--- config.mk ---
export PLATFORM = sky130hd
export DESIGN_NAME = eth_fcs_calc
export DESIGN_NICKNAME = d
export VERILOG_FILES = /design/src/rtl/eth_pkg.sv /design/src/rtl/crc32_byte_step.sv /design/src/rtl/eth_fcs_calc.sv
export SDC_FILE = /design/constraint.sdc
export NUM_CORES = 1
export LEC_CHECK = 0
export BUFFER_PORTS_ARGS = -buffer_cell sky130_fd_sc_hd__buf_2
export CAP_MARGIN = 40
export CORE_MARGIN = 2
export CORE_UTILIZATION = 59
export CTS_BUF_LIST = sky130_fd_sc_hd__clkbuf_4 sky130_fd_sc_hd__clkbuf_8
export CTS_CLUSTER_DIAMETER = 80
export CTS_CLUSTER_SIZE = 12
export DETAILED_ROUTE_END_ITERATION = 8
export PLACE_DENSITY_LB_ADDON = 0.2
export SLEW_MARGIN = 10
export SYNTH_ARGS = -nofsm -noshare
export SYNTH_HDL_FRONTEND = slang
export SYNTH_SLANG_ARGS = --single-unit
--- constraint.sdc ---
create_clock -name clk -period 1.8 [get_ports clk]
set_input_delay 0.09 -clock clk [delete_from_list [all_inputs] [get_ports clk]]
set_output_delay 0.09 -clock clk [all_outputs]
set_load 0.005 [all_outputs]
--- src/rtl/eth_pkg.sv ---
// Shared Ethernet constants: CRC-32 parameters, frame field lengths and FCS FSM states.
package eth_pkg;

  localparam logic [31:0] CRC32_POLY_REFL = 32'hEDB88320;
  localparam logic [31:0] CRC32_INIT      = 32'hFFFFFFFF;
  localparam logic [31:0] CRC32_XOROUT    = 32'hFFFFFFFF;

  localparam int unsigned ETH_PREAMBLE_LEN = 8;
  localparam int unsigned ETH_FCS_LEN      = 4;

  typedef enum logic [1:0] {
    ST_IDLE  = 2'd0,
    ST_READ  = 2'd1,
    ST_DRAIN = 2'd2,
    ST_DONE  = 2'd3
  } fcs_state_e;

endpackage

--- src/rtl/crc32_byte_step.sv ---
// One byte of reflected CRC-32 (LSB first), eight serial steps unrolled combinationally.
module crc32_byte_step
  import eth_pkg::*;
(
  input  logic [31:0] crc_in,
  input  logic [7:0]  data,
  output logic [31:0] crc_out
);

  always_comb begin
    crc_out = crc_in ^ {24'h0, data};
    for (int i = 0; i < 8; i++) begin
      crc_out = crc_out[0] ? ((crc_out >> 1) ^ CRC32_POLY_REFL) : (crc_out >> 1);
    end
  end

endmodule

--- src/rtl/eth_fcs_calc.sv ---
// Sweeps the frame RAM from the first post-preamble octet to the last payload octet
// and produces the Ethernet FCS once per reset.
module eth_fcs_calc
  import eth_pkg::*;
#(
  parameter int unsigned ETH_FRAME_SIZE = 70,
  parameter int unsigned PREAMBLE_LEN   = ETH_PREAMBLE_LEN,
  parameter int unsigned ADDR_W         = 11
) (
  input  logic              clk,
  input  logic              reset,
  input  logic              start,
  input  logic [7:0]        ram_data,
  output logic [ADDR_W-1:0] ram_addr,
  output logic [31:0]       crc,
  output logic              finish,
  output logic              busy
);

  localparam int unsigned FIRST = PREAMBLE_LEN;
  localparam int unsigned LAST  = ETH_FRAME_SIZE - ETH_FCS_LEN - 1;
  localparam logic [ADDR_W-1:0] FIRST_A = ADDR_W'(FIRST);
  localparam logic [ADDR_W-1:0] LAST_A  = ADDR_W'(LAST);

  if (ETH_FRAME_SIZE <= PREAMBLE_LEN + ETH_FCS_LEN) begin : g_bad_frame_size
    $error("eth_fcs_calc: frame too small to cover any payload octet");
  end
  if (64'(ETH_FRAME_SIZE) > (64'(1) << ADDR_W)) begin : g_bad_addr_w
    $error("eth_fcs_calc: ADDR_W too narrow for ETH_FRAME_SIZE");
  end

  fcs_state_e        state_q, state_d;
  logic [ADDR_W-1:0] addr_q, addr_d;
  logic [31:0]       acc_q, acc_d;
  logic [31:0]       crc_q, crc_d;
  logic              finish_q, finish_d;
  logic              busy_q, busy_d;
  logic              start_q, start_d;
  logic              valid_q, valid_d;
  logic [31:0]       step_out;
  logic              start_edge;

  crc32_byte_step u_step (
    .crc_in  (acc_q),
    .data    (ram_data),
    .crc_out (step_out)
  );

  assign start_edge = start & ~start_q;

  // Next-state: valid_q marks the cycle in which ram_data answers last cycle's address.
  always_comb begin
    state_d  = state_q;
    addr_d   = addr_q;
    acc_d    = acc_q;
    crc_d    = crc_q;
    finish_d = finish_q;
    start_d  = start;
    valid_d  = 1'b0;

    if (valid_q) begin
      acc_d = step_out;
    end

    case (state_q)
      ST_IDLE: begin
        addr_d = FIRST_A;
        if (start_edge) begin
          acc_d   = CRC32_INIT;
          state_d = ST_READ;
        end
      end
      ST_READ: begin
        valid_d = 1'b1;
        if (addr_q == LAST_A) begin
          state_d = ST_DRAIN;
        end else begin
          addr_d = addr_q + ADDR_W'(1);
        end
      end
      ST_DRAIN: begin
        state_d = ST_DONE;
      end
      ST_DONE: begin
        crc_d    = acc_q ^ CRC32_XOROUT;
        finish_d = 1'b1;
      end
      default: begin
        state_d = ST_IDLE;
      end
    endcase

    busy_d = (state_d == ST_READ) || (state_d == ST_DRAIN);
  end

  always_ff @(posedge clk) begin
    if (reset) begin
      state_q  <= ST_IDLE;
      addr_q   <= '0;
      acc_q    <= CRC32_INIT;
      crc_q    <= '0;
      finish_q <= 1'b0;
      busy_q   <= 1'b0;
      start_q  <= 1'b1;
      valid_q  <= 1'b0;
    end else begin
      state_q  <= state_d;
      addr_q   <= addr_d;
      acc_q    <= acc_d;
      crc_q    <= crc_d;
      finish_q <= finish_d;
      busy_q   <= busy_d;
      start_q  <= start_d;
      valid_q  <= valid_d;
    end
  end

  assign ram_addr = addr_q;
  assign crc      = crc_q;
  assign finish   = finish_q;
  assign busy     = busy_q;

endmodule
-- Word level (Yosys, flattened, before mapping)
Index checks and enable logic that the tools add are counted.
- $add $sub $neg: 1
- multiplexer cells: 17
- eq/ne operators: 7
- reduce and logical (&&, ||, !) cells: 4
- bitwise operators: 12
- operators with widths (cell ; count):
    32-bit two-way mux ; 11
    13-bit NOT with 14-bit output ; 8
    32-bit NOT ; 1
    32-bit by 8-bit XOR with 32-bit output ; 1
    11-bit case mux with 2 select lines ; 1
    11-bit by 1-bit adder with 11-bit output (second input constant) ; 1
    11-bit by 7-bit == test with 1-bit output (second input constant) ; 1
    11-bit two-way mux ; 1
    2-bit == test (second input constant) ; 3
    2-bit case mux with 3 select lines ; 1
    2-bit by 1-bit == test with 1-bit output (second input constant) ; 2
    2-bit two-way mux ; 2
    2-bit logical NOT ; 1
    2-bit != test (second input constant) ; 1
    2-bit AND reduction ; 1
    2-bit nonzero test ; 1
    1-bit bitwise AND ; 1
    1-bit logical OR ; 1
    1-bit two-way mux ; 1
    1-bit NOT ; 1
- output and inout port bits: 45
- register bits: 81
- input bits: 11
- word-level logic and storage cells: 49

-- Depth between registers and ports, before layout
Gate-level depths: netlist of run 1.
- word-level depth: 20
- mapped depth: 6
- mapped depth without buffers: 5

-- Modules after synthesis
A second synthesis of run 1 with hierarchy kept.
- cell total of the unflattened synthesis: 368
- area, all modules: 3896.2 µm²
- by module, submodules not included (module ; sequential area each (µm²) ; cells each ; area each (µm²) ; instances):
    eth_fcs_calc ; 1621.6 ; 306 ; 2970.3 ; 1
    crc32_byte_step ; 0.0 ; 62 ; 925.9 ; 1

-- Least setup slack after synthesis of run 1
OpenSTA, ideal clock, no wires.
- kind: register to register
- start point: reg acc_q[5]
- end point: reg acc_q[19]
- period minus slack after synthesis: 1664 ps
- path slack: 136 ps
- arrival: 1595 ps
- cell stages (with the launch flop): 5
- path buffers: 0
- cells stage by stage: dfxtp_1 xnor2_4 xor3_2 xnor3_1 o21ai_1
- longest elaborated chain between the ends: 14
- RTL lines (what ; RTL line ; RTL):
    from (decl) ; eth_fcs_calc.sv:34 ; logic [31:0] acc_q, acc_d;
    from (signal assigned) ; eth_fcs_calc.sv:100 ; acc_q <= CRC32_INIT;
    from (signal assigned) ; eth_fcs_calc.sv:109 ; acc_q <= acc_d;
    32-bit by 8-bit XOR with 32-bit output * ; crc32_byte_step.sv:11 ; crc_out = crc_in ^ {24'h0, data};
    32-bit two-way mux * (6 in a row) ; crc32_byte_step.sv:13 ; crc_out = crc_out[0] ? ((crc_out >> 1) ^ CRC32_POLY_REFL) : (crc_out >> 1);
    13-bit NOT with 14-bit output (no source line) ; -- ;
    32-bit two-way mux * ; crc32_byte_step.sv:13 ;
    13-bit NOT with 14-bit output (no source line) ; -- ;
    32-bit two-way mux * ; crc32_byte_step.sv:13 ;
    32-bit two-way mux * ; eth_fcs_calc.sv:61 ; if (valid_q) begin
    32-bit two-way mux ; eth_fcs_calc.sv:68 ; if (start_edge) begin
    32-bit two-way mux * ; eth_fcs_calc.sv:65 ; case (state_q)
Mark *: on every way between the ends. The rest lies on a longest branch, timed or not.
A chain may end at the register's enable or synchronous reset.

-- Final worst setup path of run 1
- start point: reg acc_q[6]
- end point: reg acc_q[25]
- longest elaborated chain between the ends: 13
- RTL lines (what ; RTL line):
    32-bit by 8-bit XOR with 32-bit output * ; crc32_byte_step.sv:11
    13-bit NOT with 14-bit output (no source line) ; --
    32-bit two-way mux * (8 in a row) ; crc32_byte_step.sv:13
    32-bit two-way mux * ; eth_fcs_calc.sv:61
    32-bit two-way mux ; eth_fcs_calc.sv:68
    32-bit two-way mux * ; eth_fcs_calc.sv:65
Marked as above.

==> results.toml, run 1 <==
[floorplan]
dieArea_mm2 = 0.00711
rows = 29
ios = 56
die_y_um = 84.3
start_util_pct = 60.3
die_w_um = 84.3
placeableCoreArea_mm2 = 0.00631

[global_route]
antenna_found_initial = 0
grt_usage_pct = 22.3
grt_pass1_wl_mm = 12.4
grt_max_degree = 40
first_global_vias = 2503
gr-total-overflow = 0

[logic_synthesis]
synthTopCellsByArea = "dfxtp_1 (43%), xnor3_1 (8.3%), a211oi_1 (6.5%)"
syn-cell-area_mm2 = 0.00381
yosysWarnings = 0
synth_cells = 362
synth_commonest_cells = "dfxtp_1 (81), nor2_1 (59), a211oi_1 (33)"
seq_area_frac_synth_pct = 42.6
syn_nets = 375
synth_edf_count = 0
ys.flop_type = "dfxtp_1"
ys_ff_latch = 81
async_reset_ff_share_pct = 0
synth_top_area_cell = "dfxtp_1"
syn_area_per_cell_um2 = 10.5
synth_most_common_cell = "dfxtp_1"
synth_top_area_share_pct = 42.6
synthDistinctLibCells = 38

[sta]
setup-tns-final_ps = 0
timing.final.crit_share_pct = 95.2
fmax_mhz = 583
max_slew.worst_pin.slew_ps = 496
holdWs_ps = 130
layout_min_cycle_time_ps = 1710
finalClockSkew_ps = 9.08
slew_viol_final = 0
grt_setup_unrepaired = "no"
hold_viol_final = 0
finalSetupViolations = 0
maxSlewHeadroom_pct = 66.8

[detailed_routing]
wirelength_mm = 7.61
drc = 0
wl_per_cell_um = 15.1
drt.antenna.violating_nets = 0
dr.pass1.iters = 4
via_per_inst = 5.38
vias = 2713
drt_iter0_drc = 59

[cts]
cts_root_buffer = "clkbuf_8"
clk_pin_slew_worst_paths_ps = 80
clock_sinks = 81
numCtsBuffers = 9
clockBufferDepth = 2
htreeDepth = 3
clk_latency_ps = 350
post_cts_buffers = 0
cts_tree = "built"

[pwr]
power_density_mw_per_mm2 = 855
ir_drop_mv = 0.497
p_leak_uw = 0.00193

[placed_design]
gp_congestion = 0.897
hpwl_mm = 5.43
port-buffer-count = 55

[finish]
fin_nets = 435
n_fill_cell = 502
drive_gt1_share_pct = 25.3
n_antenna_cell = 0
synthToLayoutAreaGrowth_pct = 16.0

[setup_path]
worstPathArrival_ps = 2000
critPathLaunchType = "register"
end_kind = "register"
rr_worst_depth = 4
crit_type = "register to register"
critPathMaxFanout = 4
required_ps = 2080

[worst_hold_path]
hold_path.class = "input pin to register"
hold_path_depth = 2

[job]
max-cap-violations = 0

[outcome]
outcome = "finished, final reports clean"
[power breakdown]
| part | internal, uW | switching (uW) | leakage [uW] | total, uW |
|---|---|---|---|---|
| logic | 426 | 324 | 0.00118 | 749 |
| clock network | 528 | 637 | 0.0000956 | 1170 |
| registers | 1820 | 37.8 | 0.000656 | 1860 |
| total | 2780 | 999 | 0.00193 | 3780 |
[cell usage in the layout, fill, tap and decap left out, drive strengths merged, types with 14 or more instances in the layout]
master  Yosys  routed
xnor2      30      30
nor2       59      59
dfxtp      81      81
a21oi      14      14
a211oi     33      33
buf         1      71
nand2      19      19
xor2       20      20
xnor3      15      15
o211ai     15      15
[final timing paths]
check	slack, ps	startpoint	endpoint
max reg2reg	90	acc_q[6]$_SDFF_PP1_	acc_q[25]$_SDFF_PP1_
min reg2reg	470	finish$_SDFFE_PP0N_	finish$_SDFFE_PP0N_
max	90	acc_q[6]$_SDFF_PP1_	acc_q[25]$_SDFF_PP1_
min	130	reset	finish$_SDFFE_PP0N_
[metrics by stage]
| stage | power, uW | util [%] | worst slack, ps | cell area (um^2) | cells |
|---|---|---|---|---|---|
| 3_3_place_gp | 2630 | 67.0 | 157 | 4230 | 487 |
| 5_1_grt | 3940 | 70.0 | 3.19 | 4420 | 504 |
| 6_report | 3780 | 70.0 | 86.0 | 4420 | 504 |
| 3_5_place_dp | 2640 | 67.0 | 110 | 4230 | 487 |
| 4_1_cts | 3800 | 69.8 | 90.6 | 4410 | 504 |
| 2_1_floorplan | 2480 | - | 136 | 3810 | 362 |
[area by class of cell]
cell class	instances	area (um^2)	area share (%)
repair buffers	72	418	9.46
inverters	3	11.3	0.255
multi-input cells	255	2100	47.5
clock inverters	6	33.8	0.765
flip-flops and latches	81	1620	36.7
clock buffers	10	138	3.12
well taps	77	96.3	2.18
[layer usage]
metal	share of wire [%]	track usage (%)
met1	49	31.1
met2	46	33.5
met3	3.0	5.80
met4	2.4	8.66
met5	0	0
[cell families after synthesis]
kind of cell | Yosys count | synth area share (%)
flip-flops | 81 | 42.6
AO/OA/AOI/OAI | 78 | 13.7
AND/OR/NAND/NOR | 105 | 12.3
adder cells (fa/ha/maj) | 2 | 0.657
buffers and inverters | 26 | 2.56
XOR/XNOR | 70 | 28.2
[registers in the layout (all words and copies together) (netlist names)]
signal,count
crc,32
ram_addr,11
valid_q,1
start_q,1
finish,1
state_q,2
acc_q,32
busy,1
[repair_timing]
action	4_1_cts	5_1_grt
setup endpoints to repair	0	2
hold endpoints to repair	1	0
hold buffers	1	0
resized for setup	0	1
[worst max-delay path: stages, from the launching register on]
cell and delay [ps]:
dfxtp_1 440, xor2_4 300, xnor2_1 260, xnor3_1 500
a21oi_1 150
Power figures use the tool's default switching activity.
==> inputs of run 2 (changes only) <==
Settings changed: SETUP_SLACK_MARGIN from default to 0.4, SLEW_MARGIN 10 to default.
==> run 2 against run 1 <==
Effect of this change:
- hold slack improved by 9.7 ps
- clock skew is 2.8 ps lower
- sequential share of layout area decreased by 4.7 points
- via count grew 19%
- cell area increased by 18%
- sequential cell count did not move
==> results.toml, run 2 (same netlist as run 1, synthesis figures left out) <==
[outcome]
outcome = "finished, final reports clean"

[cts]
clk_latency_ps = 370
clockBufferDepth = 2
numCtsBuffers = 9
cts_root_buffer = "clkbuf_8"
clock_sinks = 81
cts_tree = "built"
clk_pin_slew_worst_paths_ps = 80
htreeDepth = 3

[finish]
design_area_mm2 = 0.00521
final_cells = 541
n_antenna_cell = 0
final_common_cell = "dfxtp_1"
n_fill_cell = 334
synthToLayoutAreaGrowth_pct = 36.7
final_core_util_pct = 82.5
fin_nets = 473
mostFrequentLayoutCells = "dfxtp_1 (63), nor2_1 (59), buf_2 (55)"
drive_gt1_share_pct = 38.6

[placed_design]
hpwl_mm = 5.67
port-buffer-count = 55
gp_congestion = 0.848
place_area_mm2 = 0.00425
placed_cells_incl_taps = 481

[setup_path]
critPathMaxFanout = 4
rrSetupSlack_ps = 170
critPathLaunchType = "register"
crit_type = "register to register"
reg2reg_from = "acc_q[6]$_SDFF_PP1_"
worstSetupStartpoint = "acc_q[6]$_SDFF_PP1_"
rr_worst_depth = 5
endpoint = "acc_q[18]$_SDFF_PP1_"
worstPathArrival_ps = 1920
end_kind = "register"
rr_endpoint = "acc_q[18]$_SDFF_PP1_"
required_ps = 2100

[global_route]
grt_usage_pct = 27.9
antenna_found_initial = 0
first_global_vias = 2868
grtUsageMet1_pct = 36.3
grt_max_degree = 66
gr-total-overflow = 0
grt.busiest_layer = "met2"
grt_pass1_wl_mm = 15.1
met2_usage_pct = 44.7
globalRouteMet3Util_pct = 7.28

[sta]
finalSetupViolations = 0
grt_setup_unrepaired = "yes"
setup-tns-final_ps = 0
finalClockSkew_ps = 6.30
timing.final.crit_share_pct = 90.4
max_slew.worst_pin.slew_ps = 465
layout_min_cycle_time_ps = 1630
hold_viol_final = 0
slew_viol_final = 0
maxSlewHeadroom_pct = 68.9
fmax_mhz = 615

[pwr]
comb_power_share_pct = 25.8
cellInternalPower_uw = 3140
seqPwrFrac_pct = 42.9
p_switching_uw = 1190
clkPwrFrac_pct = 31.3
power_density_mw_per_mm2 = 833
ir_drop_mv = 1.11
finalPower_uw = 4340
p_leak_uw = 0.00225
switching_share_pct = 27.5

[detailed_routing]
via_per_inst = 5.97
dr.pass1.iters = 5
drt_iter0_drc = 279
drt.antenna.violating_nets = 0
drc = 0
wirelength_mm = 11.1
vias = 3230
wl_per_cell_um = 20.5

[job]
max-cap-violations = 0

[worst_hold_path]
hold_path.class = "input pin to register"
hold_path_depth = 2

[floorplan]
dieArea_mm2 = 0.00711
die_y_um = 84.3
placeableCoreArea_mm2 = 0.00631
die_w_um = 84.3
start_util_pct = 60.3
ios = 56
rows = 29
-- run 2: critical path, cell delays in order, from the launching register on --
cell     delay [ps]
dfxtp_4         380
xor2_4          270
buf_6           160
xor2_4          190
xnor3_1         430
o21ai_1         130
-- run 2: worst min path at each step --
| stage | start | end | slack [ps] |
|---|---|---|---|
| 4_1_cts | reset | ram_addr[3]$_SDFFE_PP0P_ | 130 |
| 2_1_floorplan | start | start_q$_SDFF_PP1_ | 200 |
| 5_1_grt | reset | ram_addr[3]$_SDFFE_PP0P_ | 140 |
| 3_3_place_gp | start | start_q$_SDFF_PP1_ | 290 |
| 3_5_place_dp | start | start_q$_SDFF_PP1_ | 290 |
| 6_report | reset | ram_addr[3]$_SDFFE_PP0P_ | 140 |
-- run 2: final cells by class --
| class | count | area, um^2 | share of cell area (%) |
|---|---|---|---|
| multi-input cells | 255 | 2370 | 45.5 |
| flip-flops and latches | 81 | 1670 | 32.0 |
| repair buffers | 110 | 867 | 16.7 |
| clock buffers | 10 | 138 | 2.64 |
| well taps | 77 | 96.3 | 1.85 |
| clock inverters | 5 | 56.3 | 1.08 |
| inverters | 3 | 15.0 | 0.288 |
-- run 2: per-stage QoR --
stage                     setup slack, ps  hold WS [ps]
final                                 173           139
after CTS                             246           128
after global routing                  134           139
after detailed placement             86.7           294
after global placement                135           290
after floorplan                       141           197
-- run 2: timing repair --
| item | 4_1_cts | 5_1_grt |
|---|---|---|
| endpoints found under the hold margin | 1 | 0 |
| cloned | 0 | 1 |
| hold buffers | 1 | 0 |
| buffers inserted | 30 | 13 |
| endpoints found under the setup margin | 30 | 65 |
| gates resized for setup | 31 | 38 |
| pin swaps | 29 | 21 |
-- run 2: power groups by stage --
stage          Clock (uW)  Sequential [uW]  Combinational, uW
3_3_place_gp            0             1900                727
6_report             1360             1860               1120
3_5_place_dp            0             1900                740
5_1_grt              1430             1860               1170
2_1_floorplan           0             1890                609
4_1_cts              1350             1860                949
-- run 2: per-layer routing --
layer / up-vias / routed length [um]
met5: - / 0
met1: 1599 / 4520
met2: 144 / 5520
met3: 35 / 684
met4: 0 / 365
li1: 1452 / -
==> inputs of run 3 (changes only) <==
Settings changed: CTS_BUF_LIST sky130_fd_sc_hd__clkbuf_4 sky130_fd_sc_hd__clkbuf_8 to sky130_fd_sc_hd__clkbuf_4.
==> run 3 against run 2 <==
Effect of this change:
- sequential power is essentially flat
- first-iteration DRC count rose by 17%
- routed wire length increased by 4.4%
- non-clock buffer count rose by 4
- maximum frequency shrank 2.2%
- clock power is 22% lower
- clock skew grew 8.1 ps
- critical endpoint is now acc_q[4]$_SDFF_PP1_
- highest routed layer unchanged
==> results.toml, run 3 (same netlist as run 1, synthesis figures left out) <==
[pwr]
power_density_mw_per_mm2 = 784
ir_drop_mv = 0.633
p_leak_uw = 0.00225
finalPower_uw = 4080

[placed_design]
gp_congestion = 0.848
port-buffer-count = 55
hpwl_mm = 5.67
pre_cts_ws_ps = 86.7

[floorplan]
die_w_um = 84.3
die_y_um = 84.3
placeableCoreArea_mm2 = 0.00631
rows = 29
ios = 56
start_util_pct = 60.3
dieArea_mm2 = 0.00711

[sta]
worst_slack_ps = 137
fmax_mhz = 601
layout_min_cycle_time_ps = 1660
finalSetupViolations = 0
timing.final.crit_share_pct = 92.4
max_slew.worst_pin.slew_ps = 505
grt_setup_unrepaired = "yes"
slew_viol_final = 0
hold_viol_final = 0
finalClockSkew_ps = 14.4
holdWs_ps = 109
setup-tns-final_ps = 0
maxSlewHeadroom_pct = 66.3

[worst_hold_path]
hold_path.class = "input pin to register"

[global_route]
gr-total-overflow = 0
first_global_vias = 2830
grt_pass1_wl_mm = 15.2
grt_usage_pct = 27.8
antenna_found_initial = 0
grt_max_degree = 66

[detailed_routing]
drt.antenna.violating_nets = 0
wl_per_cell_um = 21.2
vias = 3324
drc = 0
wirelength_mm = 11.6
drt_iter0_drc = 326
dr.pass1.iters = 7
via_per_inst = 6.09

[cts]
clockBufferDepth = 2
clock_sinks = 81
cts_tree = "built"
numCtsBuffers = 9
cts_root_buffer = "clkbuf_4"
htreeDepth = 3
clk_pin_slew_worst_paths_ps = 140
clk_latency_ps = 430

[finish]
n_fill_cell = 324
final_common_cell = "dfxtp_1"
drive_gt1_share_pct = 39.7
multi_input_area_mm2 = 0.00240
mostFrequentLayoutCells = "dfxtp_1 (62), nor2_1 (59), buf_2 (55)"
synthToLayoutAreaGrowth_pct = 36.6
final_core_util_pct = 82.4
seq_area_mm2 = 0.00167
fin_nets = 477

[outcome]
outcome = "finished, final reports clean"

[setup_path]
critPathLaunchType = "register"
slowest_stage = "dfxtp_4"
worstPathArrival_ps = 2020
cp_cell_sequence = "xnor2_4, buf_12, buf_12, xor2_4, xnor3_1, o211ai_2"
critPathMaxFanout = 6
cp_common_cell = "buf_12"
required_ps = 2150
max_stage_delay_ps = 390
crit_type = "register to register"
worst-path-buf-inv = 2
cp_top_family = "XOR/XNOR gates"
end_kind = "register"

[job]
max-cap-violations = 0
[run 3: changes by cell type in the layout (fill, tap and decap cells not counted), sizes merged]
cell / previous run / this run
clkbuf: 11 / 10
buf: 108 / 112
diode: 0 / 1
clkinv: 3 / 4
[run 3: path summary, 6_finish.rpt]
path              cells past startpoint                       end  slack (ps)           startpoint
hold / removal                        2  ram_addr[3]$_SDFFE_PP0P_         110                reset
setup reg to reg                      6       acc_q[4]$_SDFF_PP1_         140  acc_q[0]$_SDFF_PP1_
setup / recovery                      6       acc_q[4]$_SDFF_PP1_         140  acc_q[0]$_SDFF_PP1_
hold reg to reg                       2       finish$_SDFFE_PP0N_         480  finish$_SDFFE_PP0N_
[run 3: power by group]
| group | leakage [uW] | total, uW | internal [uW] | switching [uW] |
|---|---|---|---|---|
| logic | 0.00152 | 1160 | 674 | 483 |
| clock network | 0.0000692 | 1060 | 409 | 649 |
| registers | 0.000661 | 1860 | 1820 | 45.8 |
| total | 0.00225 | 4080 | 2900 | 1180 |
[run 3: metal layers]
layer	vias up	wire length (um)	part of all wire, %	GRT usage, %
li1	1462	-	-	-
met1	1622	4520	39	37.1
met2	188	5740	50	44.2
met3	52	787	6.8	4.62
met4	0	518	4.5	13.7
met5	-	0	0	0
[run 3: layout make-up]
type	instances	share of cell area (%)
well taps	77	1.85
multi-input cells	255	46.1
clock inverters	6	1.15
diodes	1	0.0481
flip-flops and latches	81	32.1
inverters	3	0.289
clock buffers	9	1.30
repair buffers	114	17.2
[run 3: metrics by stage]
| step | cells | cell area, um^2 |
|---|---|---|
| finish | 546 | 5200 |
| global route | 545 | 5200 |
| CTS | 528 | 4850 |
| detailed placement | 481 | 4250 |
| global placement | 481 | 4250 |
| floorplan | 362 | 3870 |
[run 3: timing repair]
action,4_1_cts,5_1_grt
setup buffers,31,16
gates cloned,0,1
pin swaps,30,21
hold buffers,1,0
endpoints found under the setup margin,34,65
gates resized for setup,33,41
hold endpoints to repair,1,0
